===== src/rtl/m_st7789_rx_pkg.sv =====
// Shared definitions for the ST7789 receive model.
// Holds the command opcodes the decoder reacts to, the decoder state type
// and the default geometry/idle parameters.
package m_st7789_rx_pkg;

    localparam logic [7:0] CMD_SWRESET = 8'h01;
    localparam logic [7:0] CMD_CASET   = 8'h2A;
    localparam logic [7:0] CMD_RASET   = 8'h2B;
    localparam logic [7:0] CMD_RAMWR   = 8'h2C;

    localparam int DEF_WIDTH    = 240;
    localparam int DEF_HEIGHT   = 240;
    localparam int DEF_IDLE_CYC = 3;

    typedef enum logic [2:0] {
        ST_CMD,
        ST_CASET,
        ST_RASET,
        ST_SKIP,
        ST_PIX_HI,
        ST_PIX_LO
    } state_e;

endpackage


===== src/rtl/m_st7789_rx_deser.sv =====
// Serial-to-byte deserialiser for the ST7789 link.
// SCL/SDA/DC pass identical 2-flop synchronisers, so their relative timing is
// preserved. A bit is taken on each synced SCL falling edge, MSB first. DC is
// captured together with the eighth bit. A partial byte (1..7 bits) followed by
// IDLE_CYC consecutive synced SCL-high samples is discarded and flagged.
// Ports:
//   clk_i       system clock
//   rst_i       synchronous active-high reset (synchronisers and datapath)
//   srst_i      synchronous active-high soft reset (datapath only)
//   scl_i       serial clock, idles high, asynchronous
//   sda_i       serial data, asynchronous
//   dc_i        data/command select, asynchronous
//   byte_vld_o  1-cycle pulse: byte_o/dc_o valid
//   byte_o      received byte
//   dc_o        DC level sampled with the last bit of the byte
//   trunc_o     1-cycle pulse: partial byte dropped by idle timeout
module m_st7789_rx_deser
    import m_st7789_rx_pkg::*;
#(
    parameter int IDLE_CYC = DEF_IDLE_CYC
) (
    input  logic       clk_i,
    input  logic       rst_i,
    input  logic       srst_i,
    input  logic       scl_i,
    input  logic       sda_i,
    input  logic       dc_i,
    output logic       byte_vld_o,
    output logic [7:0] byte_o,
    output logic       dc_o,
    output logic       trunc_o
);

    localparam int IW = (IDLE_CYC < 2) ? 1 : $clog2(IDLE_CYC + 1);

    logic [1:0]    scl_sync_q;
    logic [1:0]    sda_sync_q;
    logic [1:0]    dc_sync_q;
    logic          scl_prev_q;
    logic          fall_q;
    logic          bit_q;
    logic          dcb_q;

    logic [7:0]    shift_q, shift_d;
    logic [2:0]    cnt_q, cnt_d;
    logic [7:0]    byte_q, byte_d;
    logic          dc_q, dc_d;
    logic          vld_q, vld_d;
    logic          trunc_q, trunc_d;
    logic [IW-1:0] idle_q, idle_d;

    logic          scl_s;

    assign scl_s = scl_sync_q[1];

    // Synchroniser chain plus one registered edge stage. SCL resets high so a
    // reset release never looks like a falling edge.
    always_ff @(posedge clk_i) begin
        if (rst_i) begin
            scl_sync_q <= 2'b11;
            sda_sync_q <= 2'b00;
            dc_sync_q  <= 2'b00;
            scl_prev_q <= 1'b1;
            fall_q     <= 1'b0;
            bit_q      <= 1'b0;
            dcb_q      <= 1'b0;
        end else begin
            scl_sync_q <= {scl_sync_q[0], scl_i};
            sda_sync_q <= {sda_sync_q[0], sda_i};
            dc_sync_q  <= {dc_sync_q[0], dc_i};
            scl_prev_q <= scl_s;
            fall_q     <= scl_prev_q & ~scl_s;
            bit_q      <= sda_sync_q[1];
            dcb_q      <= dc_sync_q[1];
        end
    end

    always_comb begin
        shift_d = shift_q;
        cnt_d   = cnt_q;
        byte_d  = byte_q;
        dc_d    = dc_q;
        vld_d   = 1'b0;
        trunc_d = 1'b0;
        idle_d  = idle_q;

        // Down-counter of consecutive high samples; reloaded whenever SCL is low.
        if (!scl_s) begin
            idle_d = IW'(IDLE_CYC);
        end else if (idle_q != '0) begin
            idle_d = idle_q - 1'b1;
        end

        if (fall_q) begin
            shift_d = {shift_q[6:0], bit_q};
            if (cnt_q == 3'd7) begin
                cnt_d  = 3'd0;
                byte_d = {shift_q[6:0], bit_q};
                dc_d   = dcb_q;
                vld_d  = 1'b1;
            end else begin
                cnt_d = cnt_q + 3'd1;
            end
        end else if (scl_s && (idle_q == IW'(1)) && (cnt_q != 3'd0)) begin
            // Terminal count reached with a partial byte held: resync.
            cnt_d   = 3'd0;
            trunc_d = 1'b1;
        end
    end

    always_ff @(posedge clk_i) begin
        if (rst_i || srst_i) begin
            shift_q <= 8'h00;
            cnt_q   <= 3'd0;
            byte_q  <= 8'h00;
            dc_q    <= 1'b0;
            vld_q   <= 1'b0;
            trunc_q <= 1'b0;
            idle_q  <= IW'(IDLE_CYC);
        end else begin
            shift_q <= shift_d;
            cnt_q   <= cnt_d;
            byte_q  <= byte_d;
            dc_q    <= dc_d;
            vld_q   <= vld_d;
            trunc_q <= trunc_d;
            idle_q  <= idle_d;
        end
    end

    assign byte_vld_o = vld_q;
    assign byte_o     = byte_q;
    assign dc_o       = dc_q;
    assign trunc_o    = trunc_q;

endmodule


===== src/rtl/m_st7789_rx.sv =====
// ST7789 SPI receive model.
// Decodes command/parameter bytes, tracks the CASET/RASET window and emits
// {y,x}-addressed RGB565 pixel writes from RAMWR streams.
// Ports:
//   w_clk, w_rst          system clock, synchronous active-high reset
//   st7789_SCL/SDA/DC     serial link pins (asynchronous)
//   st7789_RES            display reset, active low, asynchronous
//   w_cmd_vld / w_cmd     command pulse / last opcode (held)
//   w_we/w_wadr/w_wdata   pixel write strobe, {y,x} address, RGB565 data
//   w_frame_done          pulses with the (XE,YE) pixel slot
//   w_err                 sticky partial-byte flag, cleared by w_rst only
//
// state     | meaning
// ST_CMD    | waiting for a command, data bytes ignored
// ST_CASET  | collecting 4 column-window params
// ST_RASET  | collecting 4 row-window params
// ST_SKIP   | ignoring params until the next command
// ST_PIX_HI | expecting pixel high byte
// ST_PIX_LO | expecting pixel low byte, then write
module m_st7789_rx
    import m_st7789_rx_pkg::*;
#(
    parameter int WIDTH    = DEF_WIDTH,
    parameter int HEIGHT   = DEF_HEIGHT,
    parameter int IDLE_CYC = DEF_IDLE_CYC
) (
    input  logic        w_clk,
    input  logic        w_rst,
    input  logic        st7789_SCL,
    input  logic        st7789_SDA,
    input  logic        st7789_DC,
    input  logic        st7789_RES,
    output logic        w_cmd_vld,
    output logic [7:0]  w_cmd,
    output logic        w_we,
    output logic [15:0] w_wadr,
    output logic [15:0] w_wdata,
    output logic        w_frame_done,
    output logic        w_err
);

    localparam logic [15:0] W16    = 16'(WIDTH);
    localparam logic [15:0] H16    = 16'(HEIGHT);
    localparam logic [15:0] XE_RST = 16'(WIDTH - 1);
    localparam logic [15:0] YE_RST = 16'(HEIGHT - 1);

    logic [1:0]  res_sync_q;
    logic        srst;

    logic        rx_vld;
    logic [7:0]  rx_byte;
    logic        rx_dc;
    logic        rx_trunc;

    state_e      state_q, state_d;
    logic [1:0]  pidx_q, pidx_d;
    logic [23:0] par_q, par_d;
    logic [15:0] xs_q, xs_d, xe_q, xe_d, ys_q, ys_d, ye_q, ye_d;
    logic [15:0] cx_q, cx_d, cy_q, cy_d;
    logic [7:0]  hi_q, hi_d;
    logic        cmd_vld_q, cmd_vld_d;
    logic [7:0]  cmd_q, cmd_d;
    logic        we_q, we_d;
    logic [15:0] wadr_q, wadr_d, wdata_q, wdata_d;
    logic        fd_q, fd_d;
    logic        err_q, err_d;

    logic [15:0] win_s, win_e_raw, win_e;

    always_ff @(posedge w_clk) begin
        if (w_rst) begin
            res_sync_q <= 2'b11;
        end else begin
            res_sync_q <= {res_sync_q[0], st7789_RES};
        end
    end

    assign srst = w_rst | ~res_sync_q[1];

    m_st7789_rx_deser #(
        .IDLE_CYC (IDLE_CYC)
    ) u_deser (
        .clk_i      (w_clk),
        .rst_i      (w_rst),
        .srst_i     (srst),
        .scl_i      (st7789_SCL),
        .sda_i      (st7789_SDA),
        .dc_i       (st7789_DC),
        .byte_vld_o (rx_vld),
        .byte_o     (rx_byte),
        .dc_o       (rx_dc),
        .trunc_o    (rx_trunc)
    );

    // par_q holds the first three params {S_hi, S_lo, E_hi}; the fourth arrives
    // as rx_byte. An inverted window collapses to a single line at S.
    assign win_s     = par_q[23:8];
    assign win_e_raw = {par_q[7:0], rx_byte};
    assign win_e     = (win_e_raw < win_s) ? win_s : win_e_raw;

    always_comb begin
        state_d   = state_q;
        pidx_d    = pidx_q;
        par_d     = par_q;
        xs_d      = xs_q;
        xe_d      = xe_q;
        ys_d      = ys_q;
        ye_d      = ye_q;
        cx_d      = cx_q;
        cy_d      = cy_q;
        hi_d      = hi_q;
        cmd_vld_d = 1'b0;
        cmd_d     = cmd_q;
        we_d      = 1'b0;
        wadr_d    = wadr_q;
        wdata_d   = wdata_q;
        fd_d      = 1'b0;
        err_d     = err_q | rx_trunc;

        if (rx_vld) begin
            if (!rx_dc) begin
                cmd_vld_d = 1'b1;
                cmd_d     = rx_byte;
                pidx_d    = 2'd0;
                case (rx_byte)
                    CMD_CASET: state_d = ST_CASET;
                    CMD_RASET: state_d = ST_RASET;
                    CMD_RAMWR: begin
                        state_d = ST_PIX_HI;
                        cx_d    = xs_q;
                        cy_d    = ys_q;
                    end
                    CMD_SWRESET: begin
                        state_d = ST_CMD;
                        xs_d    = 16'h0000;
                        xe_d    = XE_RST;
                        ys_d    = 16'h0000;
                        ye_d    = YE_RST;
                        cx_d    = 16'h0000;
                        cy_d    = 16'h0000;
                    end
                    default: state_d = ST_SKIP;
                endcase
            end else begin
                case (state_q)
                    ST_CASET, ST_RASET: begin
                        if (pidx_q == 2'd3) begin
                            if (state_q == ST_CASET) begin
                                xs_d = win_s;
                                xe_d = win_e;
                            end else begin
                                ys_d = win_s;
                                ye_d = win_e;
                            end
                            state_d = ST_SKIP;
                        end else begin
                            par_d  = {par_q[15:0], rx_byte};
                            pidx_d = pidx_q + 2'd1;
                        end
                    end
                    ST_PIX_HI: begin
                        hi_d    = rx_byte;
                        state_d = ST_PIX_LO;
                    end
                    ST_PIX_LO: begin
                        we_d    = (cx_q < W16) && (cy_q < H16);
                        wadr_d  = {cy_q[7:0], cx_q[7:0]};
                        wdata_d = {hi_q, rx_byte};
                        fd_d    = (cx_q == xe_q) && (cy_q == ye_q);
                        if (cx_q == xe_q) begin
                            cx_d = xs_q;
                            cy_d = (cy_q == ye_q) ? ys_q : cy_q + 16'd1;
                        end else begin
                            cx_d = cx_q + 16'd1;
                        end
                        state_d = ST_PIX_HI;
                    end
                    default: ;
                endcase
            end
        end
    end

    always_ff @(posedge w_clk) begin
        if (srst) begin
            state_q   <= ST_CMD;
            pidx_q    <= 2'd0;
            par_q     <= 24'h000000;
            xs_q      <= 16'h0000;
            xe_q      <= XE_RST;
            ys_q      <= 16'h0000;
            ye_q      <= YE_RST;
            cx_q      <= 16'h0000;
            cy_q      <= 16'h0000;
            hi_q      <= 8'h00;
            cmd_vld_q <= 1'b0;
            cmd_q     <= 8'h00;
            we_q      <= 1'b0;
            wadr_q    <= 16'h0000;
            wdata_q   <= 16'h0000;
            fd_q      <= 1'b0;
        end else begin
            state_q   <= state_d;
            pidx_q    <= pidx_d;
            par_q     <= par_d;
            xs_q      <= xs_d;
            xe_q      <= xe_d;
            ys_q      <= ys_d;
            ye_q      <= ye_d;
            cx_q      <= cx_d;
            cy_q      <= cy_d;
            hi_q      <= hi_d;
            cmd_vld_q <= cmd_vld_d;
            cmd_q     <= cmd_d;
            we_q      <= we_d;
            wadr_q    <= wadr_d;
            wdata_q   <= wdata_d;
            fd_q      <= fd_d;
        end
    end

    // The error flag survives a display reset; only the system reset clears it.
    always_ff @(posedge w_clk) begin
        if (w_rst) begin
            err_q <= 1'b0;
        end else begin
            err_q <= err_d;
        end
    end

    assign w_cmd_vld    = cmd_vld_q;
    assign w_cmd        = cmd_q;
    assign w_we         = we_q;
    assign w_wadr       = wadr_q;
    assign w_wdata      = wdata_q;
    assign w_frame_done = fd_q;
    assign w_err        = err_q;

endmodule


===== config.mk =====
export PLATFORM = sky130hd
export DESIGN_NAME = m_st7789_rx
export DESIGN_NICKNAME = d
export VERILOG_FILES = /design/src/rtl/m_st7789_rx_pkg.sv /design/src/rtl/m_st7789_rx_deser.sv /design/src/rtl/m_st7789_rx.sv
export SDC_FILE = /design/constraint.sdc
export NUM_CORES = 1
export LEC_CHECK = 0
export CAP_MARGIN = 20
export CORE_ASPECT_RATIO = 2
export CORE_MARGIN = 2
export CORE_UTILIZATION = 35
export CTS_BUF_LIST = sky130_fd_sc_hd__clkbuf_2 sky130_fd_sc_hd__clkbuf_4 sky130_fd_sc_hd__clkbuf_8
export CTS_CLUSTER_SIZE = 24
export DETAILED_ROUTE_END_ITERATION = 10
export GPL_ROUTABILITY_DRIVEN = 1
export PLACE_DENSITY_LB_ADDON = 0.2
export SYNTH_ARGS = -nofsm -noshare
export SYNTH_HDL_FRONTEND = slang
export SYNTH_SLANG_ARGS = --single-unit

===== constraint.sdc =====
create_clock -name w_clk -period 2.62 [get_ports w_clk]
set_input_delay 0.524 -clock w_clk [delete_from_list [all_inputs] [get_ports w_clk]]
set_output_delay 0.524 -clock w_clk [all_outputs]
set_load 0.02 [all_outputs]

After elaboration in Yosys (flattened, before gate mapping):

Cells that the tools add are included.

* input port bits: 6
* bits in registers: 212
* output and inout port bits: 44

* bitwise gates (word level): 10
* add/sub/neg operators: 5
* eq/ne operators: 22
* reduce and logical (&&, ||, !) cells: 27
* order comparisons: 3
* multiplexer cells: 41

Operator list (number)
* $mux W16: 26
* $pmux W16 S2: 2
* $add A16 B1 Y16 const B: 2
* $eq A16 B16 Y1: 2
* $lt A16 B8 Y1 const B: 2
* $eq A8 B6 Y1 const B: 3
* $lt A16 B16 Y1: 1
* $mux W3: 5
* $reduce_and A3 Y1: 5
* $ne A2 B2 Y1 const B: 7
* $pmux W3 S4: 1
* $reduce_and A5 Y1: 2
* $reduce_or A2 Y1: 5
* $eq A3 B3 Y1 const B: 3
* $pmux W3 S3: 1
* $eq A8 B1 Y1 const B: 1
* $reduce_and A4 Y1: 2
* $not A1 Y1: 7
* $mux W2: 3
* $reduce_bool A2 Y1: 3
* $reduce_bool A3 Y1: 2
* $logic_and A1 B1 Y1: 4
* $ne A4 B4 Y1 const B: 1
* $reduce_and A2 Y1: 2
* other kinds (13): 16

Depth between registers and ports, before layout:

* depth in word-level cells: 6
* mapped depth: 9

Modules after synthesis:

A second synthesis with hierarchy kept.

* cells, all modules: 1150
* area total of the unflattened synthesis: 9396.5 µm²

By module, submodules not included
* m_st7789_rx: area an instance 8225.4 µm², cells each 1028, times used 1
* m_st7789_rx_deser: area an instance 1171.1 µm², cells each 122, times used 1

Worst setup path before layout:

No wires, ideal clock.

* path kind: register to register
* from: register par_q[12]
* to: register xe_q[2]
* arrival: 2323 ps
* required time: 2501 ps
* setup time: 119 ps
* period minus slack after synthesis: 2442 ps
* buffers on the path: 1
* cell stages (with the launch flop): 10
* setup slack: 178 ps
* cell sequence: dfxtp_1 -> inv_1 -> ha_1 -> o21a_1 -> o21a_1 -> o21a_1 -> o211a_4 -> or4_1 -> buf_2 -> o221a_1

* longest elaborated chain between the ends: 6

RTL lines
* start: declaration: line m_st7789_rx.sv:57 `logic [23:0] par_q, par_d;`
* start signal: assignment: line m_st7789_rx.sv:205 `par_q <= par_d;`
* $lt A16 B16 Y1: line m_st7789_rx.sv:99 `assign win_e = (win_e_raw < win_s) ? win_s : win_e_raw;`
* $mux W16: line m_st7789_rx.sv:99
* $mux W16: line m_st7789_rx.sv:148 `if (state_q == ST_CASET) begin`
* $mux W16: line m_st7789_rx.sv:147 `if (pidx_q == 2'd3) begin`
* $mux W16: line m_st7789_rx.sv:145 `case (state_q)`
* $mux W16: line m_st7789_rx.sv:121 `if (!rx_dc) begin`
* end signal: assignment: line m_st7789_rx.sv:190 `xe_q <= XE_RST;`
* end signal: assignment: line m_st7789_rx.sv:207 `xe_q <= xe_d;`
* end: declaration: line m_st7789_rx.sv:58 `logic [15:0] xs_q, xs_d, xe_q, xe_d, ys_q, ys_d, ye_q, ye_d;`

Every way passes these cells. The select of a mux whose other input is x is not followed.
A chain may end at the register's enable or synchronous reset.

Final worst setup path:

* from: register par_q[12]
* to: register xe_q[9]

The elaborated chain is that of the path after synthesis.

==> results.md <==
* Status: complete, no violations
* Synthesis-stage register bit count at 212
* Initial antenna violation count at 1
* Via density at 5.42
* Site row count at 85
* DIE HEIGHT at 237 µm
* Clock Tree Root: clkbuf_8
* GRT Overall Usage at 22.1%
* DRT iter0 DRCs at 543
* Skew-Pair Late Insertion Delay at 590 ps
* Sequential fraction of the synthesis area at 44.5%
* Max Cap Viol at 0
* GR peak layer: met2
* Core ar. at 26800 µm²
* Clock transition at the registers of the reported paths at 70 ps
* CP max-delay cell: nor4_4
* Global-route wire length before repair at 48700 µm
* Post-synth EDFFs at 0
* Max Freq at 407 MHz
* CTS buffer count at 31
* Kind of path behind the tightest hold check: reg -> reg
* Final Cell Area at 11500 µm²
* Cells after synthesis at 1126
* Tightest Pin Transition at 734 ps
* RSZ-0062 raised after global routing: false
* Leakage at 4.44 nW
* Setup WS pre-CTS at 11.6 ps
* Pins Over Slew Limit at 0
* CP Buf/Inv Count at 2
* Layout fillers at 2789
* P&R area growth vs syn at 21.0%
* Critical Path RT at 3150 ps
* Vias in the first global route at 8481
* CTS tree: built
* DR WL/cell at 19.8 µm
* Worst path top cell family by delay: compound AO/OA/AOI/OAI gates
* Setup crit start kind: flop
* VDD IR max at 527 µV
* Distinct cells, synth at 62
* GPL Wtd Cong at 0.922
* Tmin final at 2460 ps
* HPWL after DPL at 23000 µm
* Area post-placement at 10900 µm²
* Delay of the slowest critical-path stage at 570 ps
* I/O pin count at 50
* Crit end category: flop
* Primary FF master, synth: dfxtp_1
* Nets at 1249
* Drt first pass iters at 8
* H-Tree Depth at 1
* CP dominant cell by count: o21a_1
* Final setup vio count at 0
* Met3 Track Usage GR at 2.57%
* Pwr/cell area at 526 nW/µm²
* Post-Syn Area per Cell at 8.46 µm²
* ANT nets after route at 0
* CP cell instances: inv_1 -> ha_1 -> o21a_1 -> o21a_1 -> o21a_1 -> o211a_4 -> buf_4 -> nor4_4 -> a221o_1
* CP Max Fanout at 9
* Clk_skew at 12.9 ps
* Sink Count at 212
* Tcrit/Tclk final at 93.7%
* Via count at 8597
* Ys async rst share at 0%
* Mapped cell area at 9530 µm²
* Layout cell share with drive strength beyond 1 at 14.8%
* Kind of critical path: reg -> reg
* Die Wd at 121 µm
* Largest net degree at the start of global routing at 50
* Gr ovfl total at 0
* Residual DRC at 0
* Met2 Resource Use GR at 41.0%
* Final hold vios at 0
* Die area at 28600 µm²
* Hold Slack at 408 ps
* Initial Utilization at 35.6%
* Headroom to the max-slew limit at 50.7%
* Syn. warnings at 0
* GRT met1 Usage at 22.3%
* Clock Path Buffers at 3
* Syn_nets at 1155
* I/O Buffers at 49
* Final WL at 31400 µm
* Crit path DAT at 2980 ps
* Fin worst setup slack at 164 ps
-- cells in the mapped netlist (15+ instances only) --
master    instances  area, µm²
o21ai_0          31        155
mux2i_1          15        150
xor2_1           39        342
buf_2            17       85.1
nor2_1           93        349
inv_1            43        161
clkbuf_1         70        263
a22oi_1          33        248
nand3_1          21        105
and3_1           24        150
dfxtp_1         212       4240
nor4_1           18        113
ha_1             23        288
a221o_1          19        190
nand2_1         193        724
a21oi_1          90        450
-- worst paths after layout --
kind	startpoint	end	slack (ps)	cells after the start
worst max-delay path	par_q[12]	xe_q[9]	160	9
worst min register to register	u_deser.scl_prev_q	u_deser.fall_q	410	2
worst min-delay path	u_deser.scl_prev_q	u_deser.fall_q	410	2
worst max register to register	par_q[12]	xe_q[9]	160	9
-- repair_timing --
action,CTS,global route
pin swaps,1,1
hold buffers,0,0
endpoints found under the setup margin,7,21
resized for setup,0,1
buffers inserted,0,1
-- layout by cell type, fill, tap and decap left out, types with 7 or more instances in the layout --
| master | count |
|---|---|
| mux2i_1 | 15 |
| o21ai_0 | 31 |
| mux2_2 | 11 |
| clkdlybuf4s50_1 | 49 |
| nor4_1 | 18 |
| ha_1 | 23 |
| buf_4 | 98 |
| a222oi_1 | 7 |
| a221oi_1 | 14 |
| a31oi_1 | 10 |
| nand4_1 | 14 |
| o211ai_1 | 8 |
| nor2_1 | 93 |
| xor2_1 | 39 |
| clkbuf_8 | 36 |
| a21oi_1 | 90 |
| and3_1 | 24 |
| a22oi_1 | 33 |
| nand2_1 | 193 |
| dfxtp_1 | 212 |
| o221a_1 | 7 |
| a221o_1 | 19 |
| inv_1 | 43 |
| xnor2_1 | 13 |
| nor2b_1 | 10 |
| nand3_1 | 21 |
| nor3_1 | 9 |
-- worst min-delay path, cell delays in order, from the launching register on --
cell and delay (ps):
dfxtp_1 290, inv_1 40, nor2_1 30
-- sequential cells by signal, indices dropped and copies added, names as in the netlist, 7 cells and up --
name,flops
w_cmd,8
cy_q,16
hi_q,8
u_deser.shift_q,7
xe_q,16
w_wadr,16
w_wdata,16
ye_q,16
cx_q,16
u_deser.byte_o,8
par_q,24
ys_q,16
xs_q,16
-- metrics by stage --
stage / setup TNS [ps] / std cells / util [%] / total power, mW
finish: 0 / 1586 / 43.0 / 6.07
detailed placement: 0 / 1534 / 40.7 / 3.45
global placement: -42.6 / 1534 / 40.7 / 3.44
floorplan: 0 / 1126 / - / 3.39
global route: 0 / 1586 / 43.0 / 6.29
CTS: 0 / 1584 / 42.9 / 6.14
-- area by class of cell --
| class | instances | area, µm² | share of cell area [%] |
|---|---|---|---|
| tap | 348 | 435 | 3.78 |
| sequential | 212 | 4240 | 36.8 |
| multi-input combinational | 781 | 4790 | 41.5 |
| timing repair buffer | 150 | 1290 | 11.2 |
| inverter | 44 | 165 | 1.43 |
| clock buffer | 41 | 533 | 4.62 |
| antenna | 1 | 2.50 | 0.0217 |
| clock inverter | 9 | 75.1 | 0.651 |
-- routing by layer --
metal  up-vias  wire length, µm
li1       4137                -
met1      4136            11200
met2       236            16700
met3        88             1150
met4         0             2380
met5         -                0
-- cells by family (layout without fill, tap and decap cells) --
group,Yosys count,count (layout),synth area share [%]
buffers and inverters,133,244,5.48
multiplexers,26,26,2.88
XOR/XNOR,52,52,4.78
other,0,1,0
adder cells (fa/ha/maj),23,23,3.02
flip-flops,212,212,44.5
AND/OR/NAND/NOR,417,417,20.4
AO/OA/AOI/OAI,263,263,18.9
-- where the power goes --
group	total [mW]	switching, mW	leakage (nW)	internal, mW
clock network	2.69	1.28	0.320	1.41
registers	3.24	0.00729	1.71	3.23
logic	0.131	0.0864	2.41	0.0446
(Power assumes the default switching activity.)
